`config.mk`:
```
export PLATFORM = sky130hd
export DESIGN_NAME = sketch_frame_builder
export DESIGN_NICKNAME = d
export VERILOG_FILES = /design/src/rtl/sketch_frame_builder.sv
export SDC_FILE = /design/constraint.sdc
export NUM_CORES = 1
export LEC_CHECK = 0
export BUFFER_PORTS_ARGS = -buffer_cell sky130_fd_sc_hd__buf_2
export CORE_MARGIN = 4
export CORE_UTILIZATION = 56
export CTS_BUF_LIST = sky130_fd_sc_hd__clkbuf_8
export DETAILED_ROUTE_END_ITERATION = 6
export GPL_ROUTABILITY_DRIVEN = 0
export MAX_ROUTING_LAYER = met4
export PLACE_DENSITY = 0.77
export SYNTH_ARGS = -nofsm -noshare
export SYNTH_HDL_FRONTEND = slang
export SYNTH_SLANG_ARGS = --single-unit
```
`constraint.sdc`:
```
create_clock -name clk -period 5.1 [get_ports clk]
set_input_delay 0.255 -clock clk [delete_from_list [all_inputs] [get_ports clk]]
set_output_delay 0.255 -clock clk [all_outputs]
set_load 0.05 [all_outputs]
```
`src/rtl/sketch_frame_builder.sv`:
```
// -----------------------------------------------------------------------------
// sketch_frame_builder
//
// Turns debounced keypad presses into a 4x4 pixel drawing. When the drawing is
// submitted, it is offered to the O/X classifier over a valid/ready handshake.
// The drawing is cleared once the classifier accepts it.
//
// Parameters
//   DEBOUNCE_CYC : number of cycles a key code must stay stable before it is
//                  accepted (at least 2)
//   SUB_DEB_CYC  : number of stable cycles required on btn_submit / btn_clear
//
// Ports
//   clk          : system clock
//   rst          : asynchronous reset, active low
//   key_flags    : one-hot key bus (bit0=A, 1=1, 2=2, 3=3, 4=B ... 13=*, 14=0, 15=#)
//   key_valid    : qualifier for key_flags; when low the bus reads as all zero
//   btn_submit   : raw submit button, active high
//   btn_clear    : raw clear button, active high
//   frame_ready  : the classifier accepts the frame this cycle
//   frame        : frame offered to the classifier; stable while frame_valid=1
//   frame_valid  : frame offer; held high until frame_ready=1
//   live_frame   : frame currently being drawn
//   pixel_count  : number of set bits in live_frame
//   busy         : high while a frame is being offered
//
// Build option
//   SKETCH_TOGGLE_EN : when defined, a key press toggles its pixel instead of
//                      only setting it. A drawing toggled back to empty
//                      returns to idle.
// -----------------------------------------------------------------------------
module sketch_frame_builder #(
    parameter int DEBOUNCE_CYC = 500000,
    parameter int SUB_DEB_CYC  = 500000
) (
    input  logic        clk,
    input  logic        rst,
    input  logic [15:0] key_flags,
    input  logic        key_valid,
    input  logic        btn_submit,
    input  logic        btn_clear,
    input  logic        frame_ready,
    output logic [15:0] frame,
    output logic        frame_valid,
    output logic [15:0] live_frame,
    output logic [4:0]  pixel_count,
    output logic        busy
);

    // Counter widths are sized with +1 so that a cycle count of 1 still
    // produces a counter of non-zero width.
    localparam int KCW = $clog2(DEBOUNCE_CYC + 1);
    localparam int BCW = $clog2(SUB_DEB_CYC + 1);
    localparam logic [KCW-1:0] KEY_LAST = KCW'(DEBOUNCE_CYC - 1);
    localparam logic [BCW-1:0] BTN_LAST = BCW'(SUB_DEB_CYC - 1);

    typedef enum logic [1:0] {
        ST_IDLE,
        ST_COLLECT,
        ST_OFFER
    } state_t;

    // -------------------------------------------------------------------------
    // Key sampling and debounce
    // -------------------------------------------------------------------------
    logic [15:0]    raw_code;
    logic [15:0]    low_code;
    logic [15:0]    code_s_reg;
    logic [15:0]    code_d_reg;
    logic [15:0]    key_stable_reg;
    logic [KCW-1:0] key_cnt_reg;
    logic           key_settle;
    logic           key_accept;

    assign raw_code = key_valid ? key_flags : 16'h0000;
    // If several keys are pressed together, keep only the lowest-index bit.
    // x & -x isolates that bit.
    assign low_code = raw_code & (~raw_code + 16'd1);

    // code_d_reg lags code_s_reg by one cycle. A mismatch between the two
    // means that code_s changed on the previous edge, so the stability counter
    // restarts. This extra stage gives the press-to-pixel latency of
    // DEBOUNCE_CYC+1 edges after the first sample.
    always_ff @(posedge clk or negedge rst) begin
        if (!rst) begin
            code_s_reg     <= '0;
            code_d_reg     <= '0;
            key_stable_reg <= '0;
            key_cnt_reg    <= '0;
        end else begin
            code_s_reg <= low_code;
            code_d_reg <= code_s_reg;
            if (code_s_reg != code_d_reg) begin
                key_cnt_reg <= '0;
            end else if (key_cnt_reg != KEY_LAST) begin
                key_cnt_reg <= key_cnt_reg + 1'b1;
            end
            if (key_settle) begin
                key_stable_reg <= code_s_reg;
            end
        end
    end

    assign key_settle = (code_s_reg == code_d_reg) && (key_cnt_reg == KEY_LAST);
    // Only a change of the stable code to a non-zero value counts as a press.
    // A release produces no event, and a held key matches the stable code, so
    // it fires only once.
    assign key_accept = key_settle && (code_s_reg != key_stable_reg) &&
                        (code_s_reg != 16'h0000);

    // -------------------------------------------------------------------------
    // Button debouncers: index 0 = submit, index 1 = clear
    // -------------------------------------------------------------------------
    logic [1:0] btn_raw;
    logic [1:0] btn_rise;
    logic       submit_rise;
    logic       clear_rise;

    assign btn_raw = {btn_clear, btn_submit};

    for (genvar gi = 0; gi < 2; gi++) begin : g_btn
        logic           s_reg;
        logic           d_reg;
        logic           stable_reg;
        logic [BCW-1:0] cnt_reg;
        logic           settle;

        always_ff @(posedge clk or negedge rst) begin
            if (!rst) begin
                s_reg      <= 1'b0;
                d_reg      <= 1'b0;
                stable_reg <= 1'b0;
                cnt_reg    <= '0;
            end else begin
                s_reg <= btn_raw[gi];
                d_reg <= s_reg;
                if (s_reg != d_reg) begin
                    cnt_reg <= '0;
                end else if (cnt_reg != BTN_LAST) begin
                    cnt_reg <= cnt_reg + 1'b1;
                end
                if (settle) begin
                    stable_reg <= s_reg;
                end
            end
        end

        assign settle       = (s_reg == d_reg) && (cnt_reg == BTN_LAST);
        assign btn_rise[gi] = settle && s_reg && !stable_reg;
    end

    assign submit_rise = btn_rise[0];
    assign clear_rise  = btn_rise[1];

    // -------------------------------------------------------------------------
    // Frame FSM
    // -------------------------------------------------------------------------
    state_t      state_reg;
    state_t      state_next;
    logic [15:0] live_reg;
    logic [15:0] live_next;
    logic [15:0] frame_reg;
    logic [15:0] frame_next;
    logic [4:0]  count_reg;
    logic [4:0]  count_next;
    logic [15:0] key_code;
    logic [15:0] upd_frame;

    assign key_code = key_accept ? code_s_reg : 16'h0000;

`ifdef SKETCH_TOGGLE_EN
    assign upd_frame = live_reg ^ key_code;
`else
    assign upd_frame = live_reg | key_code;
`endif

    always_comb begin
        state_next = state_reg;
        live_next  = live_reg;
        frame_next = frame_reg;
        count_next = 5'd0;

        case (state_reg)
            ST_IDLE: begin
                // The drawing is empty here. Submit and clear have no effect.
                if (key_accept) begin
                    live_next = upd_frame;
                    if (upd_frame != 16'h0000) begin
                        state_next = ST_COLLECT;
                    end
                end
            end

            ST_COLLECT: begin
                if (clear_rise) begin
                    // Clear takes priority over a simultaneous submit.
                    live_next  = 16'h0000;
                    state_next = ST_IDLE;
                end else if (submit_rise) begin
                    // The offered frame includes a key accepted on this edge.
                    live_next = upd_frame;
                    if (upd_frame != 16'h0000) begin
                        frame_next = upd_frame;
                        state_next = ST_OFFER;
                    end else begin
                        // Toggle mode can empty the drawing on this edge.
                        // An empty frame is never offered.
                        state_next = ST_IDLE;
                    end
                end else begin
                    live_next = upd_frame;
                    // Only reachable in toggle mode. In set mode the drawing
                    // never becomes empty here.
                    if (upd_frame == 16'h0000) begin
                        state_next = ST_IDLE;
                    end
                end
            end

            ST_OFFER: begin
                // Keys and buttons are ignored here. Presses made while the
                // frame is offered are dropped, not saved for later.
                if (frame_ready) begin
                    live_next  = 16'h0000;
                    state_next = ST_IDLE;
                end
            end

            default: begin
                live_next  = 16'h0000;
                state_next = ST_IDLE;
            end
        endcase

        // Popcount of the next drawing. pixel_count is updated on the same
        // edge as live_frame, so the two always agree.
        for (int i = 0; i < 16; i++) begin
            count_next = count_next + {4'd0, live_next[i]};
        end
    end

    always_ff @(posedge clk or negedge rst) begin
        if (!rst) begin
            state_reg <= ST_IDLE;
            live_reg  <= '0;
            frame_reg <= '0;
            count_reg <= '0;
        end else begin
            state_reg <= state_next;
            live_reg  <= live_next;
            frame_reg <= frame_next;
            count_reg <= count_next;
        end
    end

    // The offer handshake is driven directly from the state register. Reset
    // moves the state to IDLE, so any pending offer is dropped at once.
    assign frame       = frame_reg;
    assign frame_valid = (state_reg == ST_OFFER);
    assign busy        = (state_reg == ST_OFFER);
    assign live_frame  = live_reg;
    assign pixel_count = count_reg;

endmodule

```
=== Word level (Yosys, flattened, before mapping) ===
Cells that the tools add are included.
W data, S select, Z words.

* Muxes and demuxes: 20
* Add/sub/neg operators: 19
* Reduce and logical (&&, ||, !) cells: 20
* Eq/ne operators: 19
* Bitwise operators: 4

{| class="wikitable"
|+ Operator list
! operator !! count
|-
| $mux W19 || 6
|-
| $mux W16 || 5
|-
| $add A19 B1 Y19 const B || 3
|-
| $eq A19 B19 Y1 const B || 3
|-
| $ne A19 B19 Y1 const B || 3
|-
| $add A5 B1 Y5 || 11
|-
| $pmux W16 S3 || 1
|-
| $ne A16 B16 Y1 || 2
|-
| $reduce_bool A16 Y1 || 2
|-
| $add A16 B1 Y16 const B || 1
|-
| $and A16 B16 Y16 || 1
|-
| $eq A16 B16 Y1 || 1
|-
| $logic_not A16 Y1 || 1
|-
| $not A16 Y16 || 1
|-
| $or A16 B16 Y16 || 1
|-
| $mux W2 || 7
|-
| $logic_and A1 B1 Y1 || 9
|-
| $reduce_and A4 Y1 || 2
|-
| $ne A2 B2 Y1 const B || 3
|-
| $pmux W2 S3 || 1
|-
| $reduce_bool A2 Y1 || 3
|-
| $add A4 B1 Y5 || 1
|-
| $add A3 B1 Y4 || 1
|-
| $ne A4 B4 Y1 const B || 1
|-
| 9 further kinds || 12
|}

* Register bits: 150
* Output and inout port bits: 39
* Word-level logic and storage cells: 98
* Input bits: 22

=== Longest topological paths before layout ===
* Depth after elaboration: 23
* Depth in mapped cells: 20
* Gate-level depth less buffers: 17

=== Worst setup path before layout ===
Ideal clock, no wire load.

* Path kind: register to register
* Start: reg key_cnt_reg[0]
* End: reg count_reg[4], in the netlist pixel_count[4]
* Clock period less this slack: 5.365 ns
* Arrival time: 5.246 ns
* Stages on the path, launching flop included: 21
* Path buffers: 3
* Required time: 4.981 ns
* Setup slack: -0.265 ns
* Setup time: 0.119 ns
* Cells stage by stage: dfrtp_1 ha_1 nand4_1 or3_1 buf_6 or4_4 a211oi_2 buf_6 buf_12 a22oi_2 fa_1 inv_1 fa_1 inv_1 fa_1 fa_1 inv_1 ha_1 fa_1 a21oi_1 nor2b_1

* Cells in the longest elaborated chain, start to end: 23
* Elaborated cells on any way between the ends: 24
* Those cells by class: add/sub (15); eq/ne (1); mux (4); bitwise (1); reduce/logical (3)

{| class="wikitable"
|+ Ends and longest elaborated chain
! item !! line !! source
|-
| from (decl) || 71 || <nowiki>logic [KCW-1:0] key_cnt_reg;</nowiki>
|-
| from (signal assigned) || 96 || <nowiki>key_cnt_reg <= key_cnt_reg + 1'b1;</nowiki>
|-
| $eq A19 B19 Y1 * || 104 || <nowiki>assign key_settle = (code_s_reg == code_d_reg) && (key_cnt_reg == KEY_LAST);</nowiki>
|-
| $logic_and A1 B1 Y1 * || 104 ||
|-
| $logic_and A1 B1 Y1 * (2 in a row) || 108 || <nowiki>assign key_accept = key_settle && (code_s_reg != key_stable_reg) &&</nowiki>
|-
| $mux W16 || 169 || <nowiki>assign key_code = key_accept ? code_s_reg : 16'h0000;</nowiki>
|-
| $or A16 B16 Y16 || 174 || <nowiki>assign upd_frame = live_reg | key_code;</nowiki>
|-
| $mux W16, on equally long branches || 195, 186 ||
|-
| $pmux W16 S3 * || 183 || <nowiki>case (state_reg)</nowiki>
|-
| $add A1 B1 Y2 || 238 || <nowiki>count_next = count_next + {4'd0, live_next[i]};</nowiki>
|-
| $add A2 B1 Y3 || 238 ||
|-
| $add A3 B1 Y4 || 238 ||
|-
| $add A4 B1 Y5 || 238 ||
|-
| $add A5 B1 Y5 (10 in a row) || 238 ||
|-
| $add A5 B1 Y5 * || 238 ||
|-
| via count_next[4] || 165 || <nowiki>logic [4:0] count_next;</nowiki>
|-
| to (signal assigned) || 252 || <nowiki>count_reg <= count_next;</nowiki>
|-
| to (decl) || 164 || <nowiki>logic [4:0] count_reg;</nowiki>
|}

The timed path passes the listed nets; every way through them passes the cells marked *.
A chain may end at the register's enable or synchronous reset.

=== Worst setup path after layout ===
* Start: reg code_s_reg[12]
* End: reg count_reg[4], in the netlist pixel_count[4]

* Cells in the longest elaborated chain, start to end: 23
* Elaborated cells on any way between the ends: 26
* Those cells by class: add/sub (15); eq/ne (2); mux (4); bitwise (1); reduce/logical (4)

{| class="wikitable"
|+ Ends and longest elaborated chain
! item !! line !! source
|-
| from (decl) || 68 || <nowiki>logic [15:0] code_s_reg;</nowiki>
|-
| from (signal assigned) || 91 || <nowiki>code_s_reg <= low_code;</nowiki>
|-
| $eq A16 B16 Y1 || 104 ||
|-
| $logic_and A1 B1 Y1 || 104 ||
|-
| $logic_and A1 B1 Y1 (2 in a row) || 108 ||
|-
| $mux W16 || 169 ||
|-
| $or A16 B16 Y16 || 174 ||
|-
| $mux W16, on equally long branches || 195, 186 ||
|-
| $pmux W16 S3 * || 183 ||
|-
| $add A1 B1 Y2 || 238 ||
|-
| $add A2 B1 Y3 || 238 ||
|-
| $add A3 B1 Y4 || 238 ||
|-
| $add A4 B1 Y5 || 238 ||
|-
| $add A5 B1 Y5 (10 in a row) || 238 ||
|-
| $add A5 B1 Y5 * || 238 ||
|-
| via count_next[4] || 165 ||
|}

Marks and branches as above.

==> results by group <==
Outcome
  – Status: finished with violations
  – Failing checks: negative setup slack

Clock network
  – CTS Root Cell: clkbuf_8
  – TritonCTS Buffers: 17
  – CTS tree: built
  – Clock-pin slew on the worst setup and hold paths: ~80 ps
  – H-tree level count: 4
  – Clk sinks: 150
  – Clk buf depth: 2
  – Worst skew pair latency: ~460 ps

Finish
  – Share of layout cells above drive strength 1: about a quarter
  – Post-Route Utilization: between 60% and 70%
  – Number of flip-flops in the largest register: 38
  – Final Cell Area: 0.00860 sq mm
  – # diodes: 0
  – Area growth syn-to-layout: 18.0%
  – Non-Filler Instances: 954
  – Most common cell after layout, fill and taps aside: dfrtp_1
  – Final nets: 810
  – Most frequent cells in the layout: dfrtp_1 (150), nor2_1 (78), buf_2 (59)

Place
  – Dpl cells: between 900 and 1000
  – Placed wire-length estimate: 11100 um
  – Area post-placement: around 0.008 sq mm
  – Port Buffers: 60
  – Dpl ws: -184 ps

STA
  – Slew headroom: about 14%
  – Finish-stage setup viols: 2
  – Slew Limit Fails: 0
  – Final Critical Period: between 5000 and 6000 ps
  – Max frequency: a little under 200 MHz
  – Least-Margin Pin Slew: roughly 1300 ps
  – Final-report hold violation count: 0
  – Worst Setup Slack, final: -74.3 ps
  – Period utilization: 101%
  – Final sum of negative setup slack: -115 ps
  – Unrepaired setup endpoints after global routing: yes
  – Clock skew: roughly 11 ps

Yosys
  – Asr flop ratio synth: 100%
  – Post-synth EDFFs: 0
  – Xor and xnor fraction of the mapped netlist area: between 9 and 10%
  – Adder-cell share of the synthesized area: approximately 4.1%
  – Register area share after synthesis: around half
  – Largest family of logic cells by synthesized area: simple AND/OR/NAND/NOR gates
  – Post-synthesis cell area: 0.00729 sq mm
  – Cells after Synth: 669
  – Mux share of post-synthesis cell area: approximately 2.5%
  – Synth Warn #: 0
  – Compound-Gate Fraction of Synth Area: 10.8%
  – Syn Nets: approximately 700
  – Most used DFF post-synth: dfrtp_1
  – Seq cells post-synth: 150
  – Cell variety after synth: slightly below 60
  – Syn_area_per_cell: ~11 sq um
  – Simple-gate share of the synthesized area: 18.0%

Detailed routing
  – Vias: between 5000 and 6000
  – Mean routed wirelength per cell: 17.0 um
  – DRT Pass-1 Iters: 5
  – Routed wire length: around 16000 um
  – Post-route ant nets: 0
  – Vias per inst: roughly 5.7
  – DRT iter0 DRCs: 488
  – Detailed-route DRC error count: 0

Floorplanning
  – Die height: 122 um
  – Die ar.: between 0.01 and 0.015 sq mm
  – Core area: 0.0127 sq mm
  – Starting Density: a little under three fifths
  – Die W: 122 um
  – Io pins: between 60 and 70
  – Std-Cell Rows: 41

Critical path
  – Worst Path Max Fanout: 10
  – Crit. End Element: register
  – Critical path type: register to register
  – WP data required: 5450 ps
  – CP arrival: 5520 ps
  – Crit start category: register

Power and ir drop
  – Net Sw Frac: between 20% and 30%
  – Maximum vdd drop: 0.230 mV
  – Power Internal: about 1.7 mW
  – Pwr/cell area: 259 mW/mm^2
  – Combinational Power Share: ~5.0%
  – P_leak: 4.13 nW
  – Clk pwr share: 40.3%
  – Sequential share of power: between 50% and 60%
  – Psw: ~550 uW

Global routing
  – Initial antenna violation count: 0
  – Largest net degree at the start of global routing: 99
  – Total grt overflow: 0
  – Vias in the first global route: roughly 5600
  – First-pass GRT wire length: ~27000 um
  – Tot GR Track Use: between 20% and 30%

Flow run
  – Number of max-cap violations: 0

Worst hold path
  – Tightest Hold Check Type: input pin to register
==> worst paths after layout <==
check | cells after the start | slack [ps] | from | to
max in group asynchronous | 3 | 3470 | rst | g_btn[0].cnt_reg[5]$_DFFE_PN0N_
min in group asynchronous | 2 | 430 | rst | g_btn[1].cnt_reg[16]$_DFFE_PN0P_
min | 2 | 40 | key_valid | code_s_reg[0]$_DFF_PN0_
max reg2reg | 16 | -70 | code_s_reg[12]$_DFF_PN0_ | pixel_count[4]$_DFF_PN0_
min reg2reg | 0 | 480 | g_btn[0].s_reg$_DFF_PN0_ | g_btn[0].d_reg$_DFF_PN0_
max | 16 | -70 | code_s_reg[12]$_DFF_PN0_ | pixel_count[4]$_DFF_PN0_
==> layer usage <==
metal  wire, um  track usage [%]  vias to the layer above
li1           -                -                     2571
met1       7100             30.7                     2718
met2       8010             37.7                      151
met3        737             5.76                       32
met4        359             9.66                        0
met5          0                -                        -
==> per-stage QoR <==
stage	hold slack [ps]	total power [mW]
CTS	18.9	2.25
floorplan	-40.6	1.29
detailed placement	368	1.35
global placement	363	1.34
global route	30.7	2.32
finish	37.7	2.23
==> critical path, stage by stage (launching register included) <==
cell and delay (ps):
dfrtp_1 400, xor2_1 160, nor4_2 360, nand4_1 190, or4_4 600, a211oi_4 250
buf_12 180, a22oi_2 60, fa_1 530, fa_2 580, fa_2 440, fa_1 510
inv_2 50, ha_4 160, fa_2 380, a21oi_2 150, nor2b_1 60
==> cells by family after synthesis <==
kind of cell / count (synthesis)
DFF: 150
and+or+nand+nor: 244
adders and majority gates: 18
xor gates and xnor gates: 80
buffers and inverters: 57
AOI/OAI and AO/OA: 104
muxes: 16
==> layout make-up <==
class	count	area (sq um)
Tap cell	172	215
Fill cell	942	4070
Clock inverter	14	154
Clock buffer	17	234
Inverter	23	86.3
Multi-Input combinational cell	462	3360
Timing Repair Buffer	116	805
Sequential cell	150	3750
==> power groups by stage <==
stage | Combinational [mW] | Sequential, mW | Clock, mW
floorplan | 0.0494 | 1.24 | 0
global placement | 0.0992 | 1.24 | 0
detailed placement | 0.104 | 1.24 | 0
CTS | 0.113 | 1.22 | 0.915
global route | 0.128 | 1.22 | 0.974
finish | 0.112 | 1.22 | 0.900
==> Yosys cell counts, drive strengths merged (2+ instances only) <==
cell type,instances,area (sq um)
a22oi,12,140
nand4,24,150
buf,9,77.6
nor4bb,3,30.0
clkbuf,25,93.8
inv,23,86.3
nor4,19,125
fa,10,200
nor2,78,293
o21ai,27,135
nor3b,4,30.0
mux2,16,180
nand3b,2,15.0
a21oi,17,96.4
nand2,34,128
nor3,13,65.1
and3,10,62.6
xor2,43,377
xnor2,37,324
or3,10,62.6
and2,6,40.0
or4b,2,20.0
a2bb2oi,15,131
nor4b,9,91.3
a31oi,5,31.3
or2,4,25.0
a21o,2,15.0
and4,6,52.6
ha,8,100
nand3,13,65.1
or4,3,26.3
a211oi,3,27.5
dfrtp,150,3750
a22o,15,131
==> repair_timing <==
item	4_1_cts	5_1_grt
resized for setup	1	8
hold endpoints to repair	107	0
gates cloned	1	0
setup endpoints to repair	4	4
buffers inserted	3	1
hold buffers	16	0
pin swaps	2	1
(Power assumes the default switching activity.)
